[src/rtl/generador_estimulos.sv]
`timescale 1ns/1ps
// generador_estimulos: start-triggered burst word source (counter / walking-one / optional LFSR)
// over valid/ready. Defining GEN_LFSR_EN enables the Fibonacci LFSR in mode 2.
module generador_estimulos #(
  parameter int unsigned      WIDTH     = 8,
  parameter int unsigned      COUNT_W   = 16,
  parameter logic [WIDTH-1:0] LFSR_TAPS = WIDTH'(8'hB8)
) (
  input  logic               clk,
  input  logic               rst_n,
  input  logic               start,
  input  logic               abort,
  input  logic [1:0]         mode,
  input  logic [COUNT_W-1:0] length,
  input  logic [WIDTH-1:0]   seed,
  input  logic               ready,
  output logic [WIDTH-1:0]   word,
  output logic               valid,
  output logic               busy,
  output logic               done,
  output logic [COUNT_W-1:0] sent_cnt
);

  typedef enum logic [1:0] {S_IDLE, S_RUN, S_DONE} state_t;

  state_t             state_q, state_d;
  logic [1:0]         mode_q, mode_d;
  logic [COUNT_W-1:0] len_q, len_d;
  logic [WIDTH-1:0]   word_d;
  logic               valid_d, busy_d, done_d;
  logic [COUNT_W-1:0] cnt_d;

`ifndef GEN_LFSR_EN
  logic unused_taps;
  assign unused_taps = ^LFSR_TAPS;
`endif

  // Successor of the current word; modes 2 (without LFSR) and 3 fall back to counting.
  function automatic logic [WIDTH-1:0] next_word(input logic [1:0] m, input logic [WIDTH-1:0] w);
    logic [WIDTH-1:0] r;
    r = w + WIDTH'(1);
    if (m == 2'd1) r = {w[WIDTH-2:0], w[WIDTH-1]};
`ifdef GEN_LFSR_EN
    if (m == 2'd2) r = {w[WIDTH-2:0], ^(w & LFSR_TAPS)};
`endif
    return r;
  endfunction

  // Rotating/shifting modes would lock up on an all-zero seed, so it is loaded as 1.
  function automatic logic [WIDTH-1:0] load_seed(input logic [1:0] m, input logic [WIDTH-1:0] s);
    logic needs_one;
    needs_one = (m == 2'd1);
`ifdef GEN_LFSR_EN
    needs_one = needs_one || (m == 2'd2);
`endif
    return (needs_one && (s == '0)) ? WIDTH'(1) : s;
  endfunction

  always_comb begin
    state_d = state_q;
    mode_d  = mode_q;
    len_d   = len_q;
    word_d  = word;
    valid_d = valid;
    busy_d  = busy;
    done_d  = 1'b0;
    cnt_d   = sent_cnt;
    if (abort) begin
      state_d = S_IDLE;
      valid_d = 1'b0;
      busy_d  = 1'b0;
    end else begin
      case (state_q)
        S_IDLE: begin
          if (start) begin
            cnt_d  = '0;
            mode_d = mode;
            len_d  = length;
            if (length == '0) begin
              state_d = S_DONE;
            end else begin
              state_d = S_RUN;
              word_d  = load_seed(mode, seed);
              valid_d = 1'b1;
              busy_d  = 1'b1;
            end
          end
        end
        S_RUN: begin
          if (valid && ready) begin
            cnt_d  = sent_cnt + COUNT_W'(1);
            word_d = next_word(mode_q, word);
            if (cnt_d == len_q) begin
              state_d = S_DONE;
              valid_d = 1'b0;
              busy_d  = 1'b0;
            end
          end
        end
        S_DONE: begin
          done_d  = 1'b1;
          state_d = S_IDLE;
        end
        default: state_d = S_IDLE;
      endcase
    end
  end

  always_ff @(posedge clk or negedge rst_n) begin
    if (!rst_n) begin
      state_q  <= S_IDLE;
      mode_q   <= 2'd0;
      len_q    <= '0;
      word     <= '0;
      valid    <= 1'b0;
      busy     <= 1'b0;
      done     <= 1'b0;
      sent_cnt <= '0;
    end else begin
      state_q  <= state_d;
      mode_q   <= mode_d;
      len_q    <= len_d;
      word     <= word_d;
      valid    <= valid_d;
      busy     <= busy_d;
      done     <= done_d;
      sent_cnt <= cnt_d;
    end
  end

endmodule

[config.mk]
export PLATFORM = sky130hd
export DESIGN_NAME = generador_estimulos
export DESIGN_NICKNAME = d
export VERILOG_FILES = /design/src/rtl/generador_estimulos.sv
export SDC_FILE = /design/constraint.sdc
export NUM_CORES = 1
export LEC_CHECK = 0
export CAP_MARGIN = 20
export CORE_MARGIN = 2
export CORE_UTILIZATION = 55
export CTS_CLUSTER_DIAMETER = 40
export DETAILED_ROUTE_END_ITERATION = 8
export PLACE_DENSITY = 0.84
export SKIP_CTS_REPAIR_TIMING = 1
export SYNTH_ARGS = -nofsm -noshare
export SYNTH_HDL_FRONTEND = slang
export SYNTH_SLANG_ARGS = --single-unit
[constraint.sdc]
create_clock -name clk -period 5 [get_ports clk]
set_input_delay 1 -clock clk [delete_from_list [all_inputs] [get_ports clk]]
set_output_delay 1 -clock clk [all_outputs]
set_load 0.01 [all_outputs]
==> flow_summary_export.csv, run 1 <==
group,metric,value,unit
timing,relSlewSlack,37.0,%
logic_synthesis,synth_edf_count,0,
logic_synthesis,syn_area,3000,sq um
route,drc,0,
logic_synthesis,yosysSeqAreaShare,38.4,%
logic_synthesis,synthArstFlopShare,100,%
logic_synthesis,synth_area_per_cell,9.32,sq um
power_and_ir_drop,cellPowerDensity,307,nW/um^2
worst_setup_path,critPathSlowestCell,"nor2_1",
route,wire_per_inst,16.7,microns
cts,clk_pin_slew,0.09,ns
placement,gp_congestion,0.898,
route,routed_via_density,6.05,
route,drt_iter0_markers,183,
route,ant_nets,0,
global_route,grt_first_pass_wirelength,12.5,mm
placement,placed_area,3530,sq um
global_route,grt-ovfl-total,0,
global_route,gr-usage-all-layers,26.0,%
logic_synthesis,yosysMostFrequentCell,"dfrtp_1",
finish,antenna_cells,0,
cts,clock-root-buffer,"clkbuf_8",
logic_synthesis,synth_common_cells,"46 x dfrtp_1, 29 x nand2_1, 28 x o21ai_0, 22 x nor2_1, 20 x a21oi_1",
logic_synthesis,synthCells,322,
logic_synthesis,synth_cell_type_count,60,
timing,setup_viol_count_final,0,
route,routed_wl,7.38,mm
worst_setup_path,end_kind,"flop",
logic_synthesis,synth_ff_type,"dfrtp_1",
worst_setup_path,cp-start-kind,"input pin",
route,vias,2670,
logic_synthesis,synth_seq_cells,46,
logic_synthesis,synth.area.top_cells,"dfrtp_1 38%, mux2_2 7.1%, o21ai_0 4.7%",
timing,min_period,3.13,ns
placement,port_buffers,57,
floorplan,die_area,6060,sq um
finish,stdcell_count,441,
finish,drive_gt1_share,12.7,%
route,drtPass1Iterations,5,
cts,cts_tree,"done",
timing,finClkSkew,0.0121,ns
worst_setup_path,critical_path_required,5.20,ns
global_route,grt_pass1_vias,2550,
min_path,worst_hold_path_type,"reg -> reg",
job,drv_cap,0,
logic_synthesis,synthesis.nets,355,
floorplan,io_pins,58,
timing,fin_tns_setup,0,ns
finish,areaGrowthSynthToFinish,22.3,%
worst_setup_path,max_stage_delay,0.77,ns
floorplan,dieHeight,77.9,microns
floorplan,initial_core_util,58.0,%
global_route,grt_max_degree,47,
status,status,"finished, final reports clean",
timing,worst_pin_slew,0.941,ns
logic_synthesis,synth_top_area_share,38.4,%
worst_setup_path,crit_fanout,16,
timing,finalMaxSlewViolations,0,
floorplan,dieWidth,77.9,microns
cts,clk_latency,0.31,ns
logic_synthesis,yosys_warnings,0,
timing,hold_violations,0,
floorplan,placementRows,26,
cts,clock_sinks,46,
cts,htreeDepth,2,
logic_synthesis,synth_largest_area_cell,"dfrtp_1",
worst_setup_path,path_class,"in -> reg",
worst_setup_path,cp.arrival,3.34,ns
finish,nets,403,
finish,final_area,3670,sq um
timing,fmax,0.319,GHz
global_route,antenna_found_initial,0,
cts,clk_path_buf_depth,2,
timing,post-route-period-util,62.7,%
placement,dp_hpwl,5.54,mm
worst_setup_path,worstPathCellList,"clkdlybuf4s50_1 -> or3_1 -> nor2_1 -> o21ai_0 -> a22o_1",
timing,rsz0062_at_grt,"no",
power_and_ir_drop,irDropWorstVdd,0.250,mV
placement,place_inst,431,
floorplan,core-area,5170,sq um
cts,cts_inserted_buffers,5,
power_and_ir_drop,p_leak,0.00139,uW
==> registers in the layout (all words and copies together), names as in the netlist <==
name / count
word: 8
state_q: 2
sent_cnt: 16
done: 1
len_q: 16
busy: 1
mode_q: 2
==> cells by family after synthesis <==
family	after synthesis	share of synthesized area, %
simple gates	121	22.6
flops	46	38.4
buf+inv	24	5.30
fa+ha+maj	2	0.834
compound gates	86	18.6
xor+xnor	20	5.84
mux	23	8.47
==> report_power, final <==
part / leakage (uW) / internal, uW / total (uW) / switching, uW
Sequential: 0.000579 / 429 / 515 / 86.7
Combinational: 0.000756 / 183 / 328 / 146
Clock: 0.0000585 / 150 / 285 / 135
==> worst max-delay path, delay by kind of cell <==
kind | cells | cell delay (ns)
buffers and inverters | 1 | 0.56
and+or+nand+nor | 2 | 1.30
AOI/OAI and AO/OA | 2 | 0.47
==> final cells by class <==
cell class                      instances  area (sq um)
Timing Repair Buffer                   61           608
Fill cell                             409          1500
Sequential cell                        46          1150
Tap cell                               70          87.6
Multi-Input combinational cell        252          1700
Inverter                                4          15.0
Clock buffer                            5          68.8
Clock inverter                          3          43.8
==> routing by layer <==
metal	track usage [%]	routed length, microns	part of all wire (%)
met1	36.3	3400	46
met2	41.6	3480	47
met3	4.53	387	5.2
met4	7.50	108	1.5
met5	0	0	0
==> stage by stage <==
stage | power [uW] | utilization (%) | setup WS (ns) | hold WS, ns
6_report | 1130 | 70.9 | 1.87 | 0.524
5_1_grt | 1200 | 70.9 | 1.64 | 0.568
4_1_cts | 1130 | 70.4 | 1.89 | 0.524
3_5_place_dp | 845 | 68.2 | 1.53 | 0.510
3_3_place_gp | 834 | 68.2 | 1.67 | 0.501
2_1_floorplan | 705 | - | 2.46 | 0.462
==> final timing paths <==
check,slack (ns),endpoint,depth (start not counted),startpoint
setup / recovery,1.87,word[7],5,abort
hold / removal,0.52,done,1,state_q[0]
setup reg to reg,2.10,busy,6,sent_cnt[3]
hold reg to reg,0.52,done,1,state_q[0]
max in group asynchronous,3.97,len_q[11],2,rst_n
min in group asynchronous,0.55,sent_cnt[6],1,rst_n
==> placed cells by master (no fill, tap or decap), types with 5 or more instances in the layout <==
cell type         n
clkdlybuf4s50_1  56
nand3_1          11
mux2_2           19
dfrtp_1          46
nand4_1           9
nor3_1           10
a21oi_1          20
xnor2_1           9
nor4_1            7
nand2_1          29
nor2_1           22
clkbuf_8          5
o21ai_0          28
o211ai_1          5
nand2b_1          5
xor2_1           11
o31ai_1           7
Power figures use the tool's default switching activity.
==> run 2: changes to the inputs <==
Settings changed: CORE_UTILIZATION 55 to 47, PLACE_DENSITY 0.84 to 0.76.
Clock period 5 ns to 2.8 ns, I/O delays scaled along.
==> run 2 against run 1 <==
Critical path depth increased by 2. Total power grew 79%. Final cell count grew 4.1%. Register-to-register slack worse by 1.9 ns. First-iteration DRC count grew 34%. Sequential share of layout area fell by 0.79 points. Sequential power increased by 79%. Global-route usage shrank 4.1 points. Largest cell class unchanged.
==> flow_summary_export.csv, run 2 (synthesized netlist as in run 1, its figures left out) <==
group,metric,value,unit
worst_setup_path,crit_fanout,9,
timing,setup_viol_count_final,0,
status,status,"finished, final reports clean",
min_path,worst_hold_path_type,"in -> async",
route,drtPass1Iterations,5,
power_and_ir_drop,p_leak,0.00144,uW
finish,utilization,60.0,%
timing,min_period,2.58,ns
route,vias,2732,
finish,multi_input_area,1700,sq um
timing,rsz0062_at_grt,"no",
timing,hold_slack,0.186,ns
finish,final_cell_mix,"56 x clkdlybuf4s50_1, 46 x dfrtp_1, 29 x nand2_1",
cts,clk_path_buf_depth,2,
finish,areaGrowthSynthToFinish,25.5,%
finish,reg_top3,"len_q (16), sent_cnt (16), word (8)",
cts,clock_sinks,46,
worst_setup_path,worstPathCellList,"ha_2 -> nand3_1 -> a2111oi_1 -> o211ai_1 -> a2bb2oi_1 -> or3b_1 -> o32a_1",
cts,clk_latency,0.31,ns
timing,fin_tns_setup,0,ns
finish,nets,414,
worst_setup_path,end_kind,"flop",
worst_setup_path,critical_path_required,2.99,ns
route,routed_via_density,5.95,
floorplan,placementRows,29,
route,drc,0,
timing,relSlewSlack,66.8,%
global_route,antenna_found_initial,0,
floorplan,dieHeight,83.9,microns
worst_setup_path,critPathSlowestCell,"dfrtp_1",
timing,hold_violations,0,
worst_setup_path,cp-start-kind,"flop",
floorplan,core-area,6280,sq um
worst_setup_path,r2r_cells,7,
placement,dp_hpwl,5.68,mm
cts,cts_tree,"done",
cts,htreeDepth,2,
worst_setup_path,path_class,"reg -> reg",
floorplan,initial_core_util,47.8,%
route,routed_wl,7.57,mm
power_and_ir_drop,cellPowerDensity,538,nW/um^2
finish,fillCellCount,566,
worst_setup_path,max_stage_delay,0.53,ns
job,drv_cap,0,
worst_setup_path,r2r_end,"busy",
global_route,grt_first_pass_wirelength,12.6,mm
route,ant_nets,0,
placement,gp_congestion,0.899,
power_and_ir_drop,irDropWorstVdd,0.369,mV
floorplan,dieWidth,83.9,microns
floorplan,io_pins,58,
timing,post-route-period-util,92.0,%
global_route,gr-usage-all-layers,21.9,%
cts,clock-root-buffer,"clkbuf_8",
timing,finalMaxSlewViolations,0,
finish,drive_gt1_share,15.4,%
cts,cts_inserted_buffers,5,
worst_setup_path,reg2reg_from,"sent_cnt[0]",
timing,finClkSkew,0.00870,ns
global_route,grt-ovfl-total,0,
route,drt_iter0_markers,246,
worst_setup_path,cp.arrival,2.77,ns
global_route,grt_max_degree,47,
timing,fmax,0.388,GHz
route,wire_per_inst,16.5,microns
timing,worst_pin_slew,0.496,ns
worst_setup_path,crit_start,"sent_cnt[0]",
worst_setup_path,regToRegSetupSlack,0.22,ns
floorplan,die_area,7040,sq um
global_route,grt_pass1_vias,2529,
finish,antenna_cells,0,
worst_setup_path,endpoint,"busy",
finish,layout_commonest_cell,"clkdlybuf4s50_1",
cts,clk_pin_slew,0.09,ns
finish,regArea,1150,sq um
placement,port_buffers,57,
-- run 2: cell count changes in the layout (fill, tap and decap cells not counted), sizes merged --
| cell | before | now |
|---|---|---|
| clkinvlp | 0 | 2 |
| clkinv | 1 | 0 |
| inv | 5 | 4 |
| clkbuf | 6 | 5 |
| buf | 4 | 16 |
-- run 2: worst max-delay path: cells and delay by family (launching register included) --
family                   cells  cell delay (ns)
flip-flops                   1             0.53
adder cells (fa/ha/maj)      1             0.34
AO/OA/AOI/OAI                4             0.92
AND/OR/NAND/NOR              2             0.66
-- run 2: area by class of cell --
type / instances / share of cell area (%)
clock inverter: 3 / 1.20
multi-input combinational: 252 / 45.1
inverter: 4 / 0.399
sequential: 46 / 30.6
tap: 77 / 2.56
timing repair buffer: 72 / 18.3
clock buffer: 5 / 1.83
-- run 2: metrics by stage --
step / cells / total power (uW) / area (sq um) / setup slack [ns]
4_1_cts: 458 / 2030 / 3740 / 0.155
5_1_grt: 459 / 2150 / 3760 / 0.0808
6_report: 459 / 2030 / 3760 / 0.224
3_5_place_dp: 450 / 1520 / 3630 / 0.207
3_3_place_gp: 450 / 1510 / 3630 / 0.246
2_1_floorplan: 322 / 1260 / 3000 / 0.518
-- run 2: how the worst min path moves through the flow --
stage	endpoint	cells after the start	from	slack, ns
5_1_grt	sent_cnt[9]	1	rst_n	0.21
4_1_cts	sent_cnt[9]	1	rst_n	0.47
6_report	sent_cnt[9]	1	rst_n	0.19
3_3_place_gp	mode_q[0]	1	mode_q[0]	0.51
2_1_floorplan	busy	0	rst_n	0.26
3_5_place_dp	done	1	state_q[0]	0.51
-- run 2: power breakdown --
group,switching (uW),internal [uW]
registers,156,765
clock network,244,266
logic,263,332
total,662,1360
-- run 2: metal layers --
layer | share of wire, % | global-route usage [%] | vias up
met5 | 0 | 0 | -
li1 | - | - | 1312
met3 | 3.7 | 3.26 | 4
met2 | 48 | 35.2 | 68
met1 | 48 | 31.3 | 1348
met4 | 0.83 | 5.13 | 0
==> run 3: changes to the inputs <==
Settings changed: SETUP_SLACK_MARGIN from default to 0.1, SKIP_CTS_REPAIR_TIMING 1 to default.
==> run 3 against run 2 <==
Flip-flop and latch count stayed put. Via count did not move. Register-to-register slack improved by 0.07 ns. Worst setup slack better by 0.065 ns. Non-clock buffer count stayed put. Fmax increased by 2.6%. Sequential power about the same. Count of clock-buffer cells in the layout is the same. Global-route usage unchanged. Design area about the same.
==> flow_summary_export.csv, run 3 (synthesized netlist as in run 1, its figures left out) <==
group,metric,value,unit
timing,worst_pin_slew,0.496,ns
cts,clk_latency,0.31,ns
placement,gp_congestion,0.899,
route,routed_wl,7.57,mm
worst_setup_path,critical_path_required,2.99,ns
finish,stdcell_count,459,
global_route,grt_pass1_vias,2529,
route,ant_nets,0,
timing,rsz0062_at_grt,"no",
timing,finClkSkew,0.00870,ns
global_route,grt-ovfl-total,0,
route,routed_via_density,5.95,
worst_setup_path,critPathSlowestCell,"dfrtp_1",
floorplan,dieHeight,83.9,microns
timing,min_period,2.51,ns
worst_setup_path,max_stage_delay,0.48,ns
timing,hold_slack,0.186,ns
route,highest_layer,"met4",
floorplan,dieWidth,83.9,microns
floorplan,die_area,7040,sq um
floorplan,placementRows,29,
route,route.met3.wl,280,microns
worst_setup_path,cp-start-kind,"flop",
cts,cts_tree,"done",
placement,dp_hpwl,5.68,mm
worst_setup_path,end_kind,"flop",
cts,cts_inserted_buffers,5,
timing,relSlewSlack,66.8,%
status,status,"finished, final reports clean",
finish,areaGrowthSynthToFinish,25.5,%
finish,nets,414,
power_and_ir_drop,irDropWorstVdd,0.369,mV
cts,clk_path_buf_depth,2,
finish,drive_gt1_share,15.7,%
route,drt_iter0_markers,246,
min_path,worst_hold_path_type,"in -> async",
timing,post-route-period-util,89.7,%
timing,setup_slack,0.289,ns
worst_setup_path,path_class,"reg -> reg",
finish,antenna_cells,0,
power_and_ir_drop,p_leak,0.00144,uW
finish,reg_top3,"len_q (16), sent_cnt (16), word (8)",
cts,htreeDepth,2,
cts,clock_sinks,46,
cts,clock-root-buffer,"clkbuf_8",
finish,final_cell_mix,"56 x clkdlybuf4s50_1, 45 x dfrtp_1, 29 x nand2_1",
global_route,antenna_found_initial,0,
route,drtPass1Iterations,5,
route,dr_wl_met2,3.60,mm
route,wl_met1,3.62,mm
worst_setup_path,worstPathCellList,"ha_2 -> nand3_1 -> a2111oi_1 -> o211ai_1 -> a2bb2oi_1 -> or3b_1 -> o32a_1",
timing,finalMaxSlewViolations,0,
timing,fmax,0.398,GHz
finish,fillCellCount,566,
route,drc,0,
timing,setup_viol_count_final,0,
global_route,gr-usage-all-layers,21.9,%
cts,clk_pin_slew,0.09,ns
placement,place_ws,0.207,ns
floorplan,io_pins,58,
route,vias,2732,
finish,layout_commonest_cell,"clkdlybuf4s50_1",
timing,hold_violations,0,
worst_setup_path,crit_fanout,8,
timing,fin_tns_setup,0,ns
placement,port_buffers,57,
cts,cts_setup_buffers,0,
global_route,grt_first_pass_wirelength,12.6,mm
placement,place_inst,450,
floorplan,initial_core_util,47.8,%
route,wire_per_inst,16.5,microns
global_route,grt_max_degree,47,
power_and_ir_drop,design_power_total,2030,uW
floorplan,core-area,6280,sq um
power_and_ir_drop,cellPowerDensity,538,nW/um^2
job,drv_cap,0,
worst_setup_path,cp.arrival,2.70,ns
## run 3: area by class of cell
type                       instances  area [sq um]  area share, %
timing repair buffer              72           691           18.3
inverter                           4          15.0          0.399
sequential                        46          1150           30.6
tap                               77          96.3           2.56
multi-input combinational        252          1700           45.1
clock inverter                     3          45.0           1.20
clock buffer                       5          68.8           1.83
## run 3: stage by stage
stage	area [sq um]	util (%)
after detailed placement	3630	57.8
after CTS	3740	59.6
after floorplan	3000	-
final	3770	60.0
after global placement	3630	57.8
after global routing	3770	60.0
## run 3: worst paths after layout
| path | start | endpoint | slack [ns] | cells past startpoint |
|---|---|---|---|---|
| max in group asynchronous | rst_n | word[6] | 2.10 | 2 |
| min reg2reg | state_q[0] | done | 0.54 | 1 |
| max | sent_cnt[1] | busy | 0.29 | 7 |
| min | rst_n | sent_cnt[9] | 0.19 | 1 |
| max reg2reg | sent_cnt[1] | busy | 0.29 | 7 |
| min in group clk | state_q[0] | done | 0.54 | 1 |
## run 3: layer usage
layer	global-route usage (%)	vias up
li1	-	1312
met1	31.3	1348
met2	35.2	68
met3	3.26	4
met4	5.13	0
met5	0	-
## run 3: timing repair
item / 4_1_cts / 5_1_grt
resized for setup: 0 / 2
hold buffers: 0 / 0
endpoints found under the setup margin: 0 / 3
## run 3: worst max-delay path, delay by kind of cell (launching register included)
kind	cells	cell delay [ns]
and+or+nand+nor	2	0.66
DFF	1	0.48
adders and majority gates	1	0.33
AOI/OAI and AO/OA	4	0.92
## run 3: power by group
| group | internal (uW) | switching (uW) |
|---|---|---|
| combinational | 332 | 263 |
| sequential | 766 | 156 |
| clock | 266 | 244 |
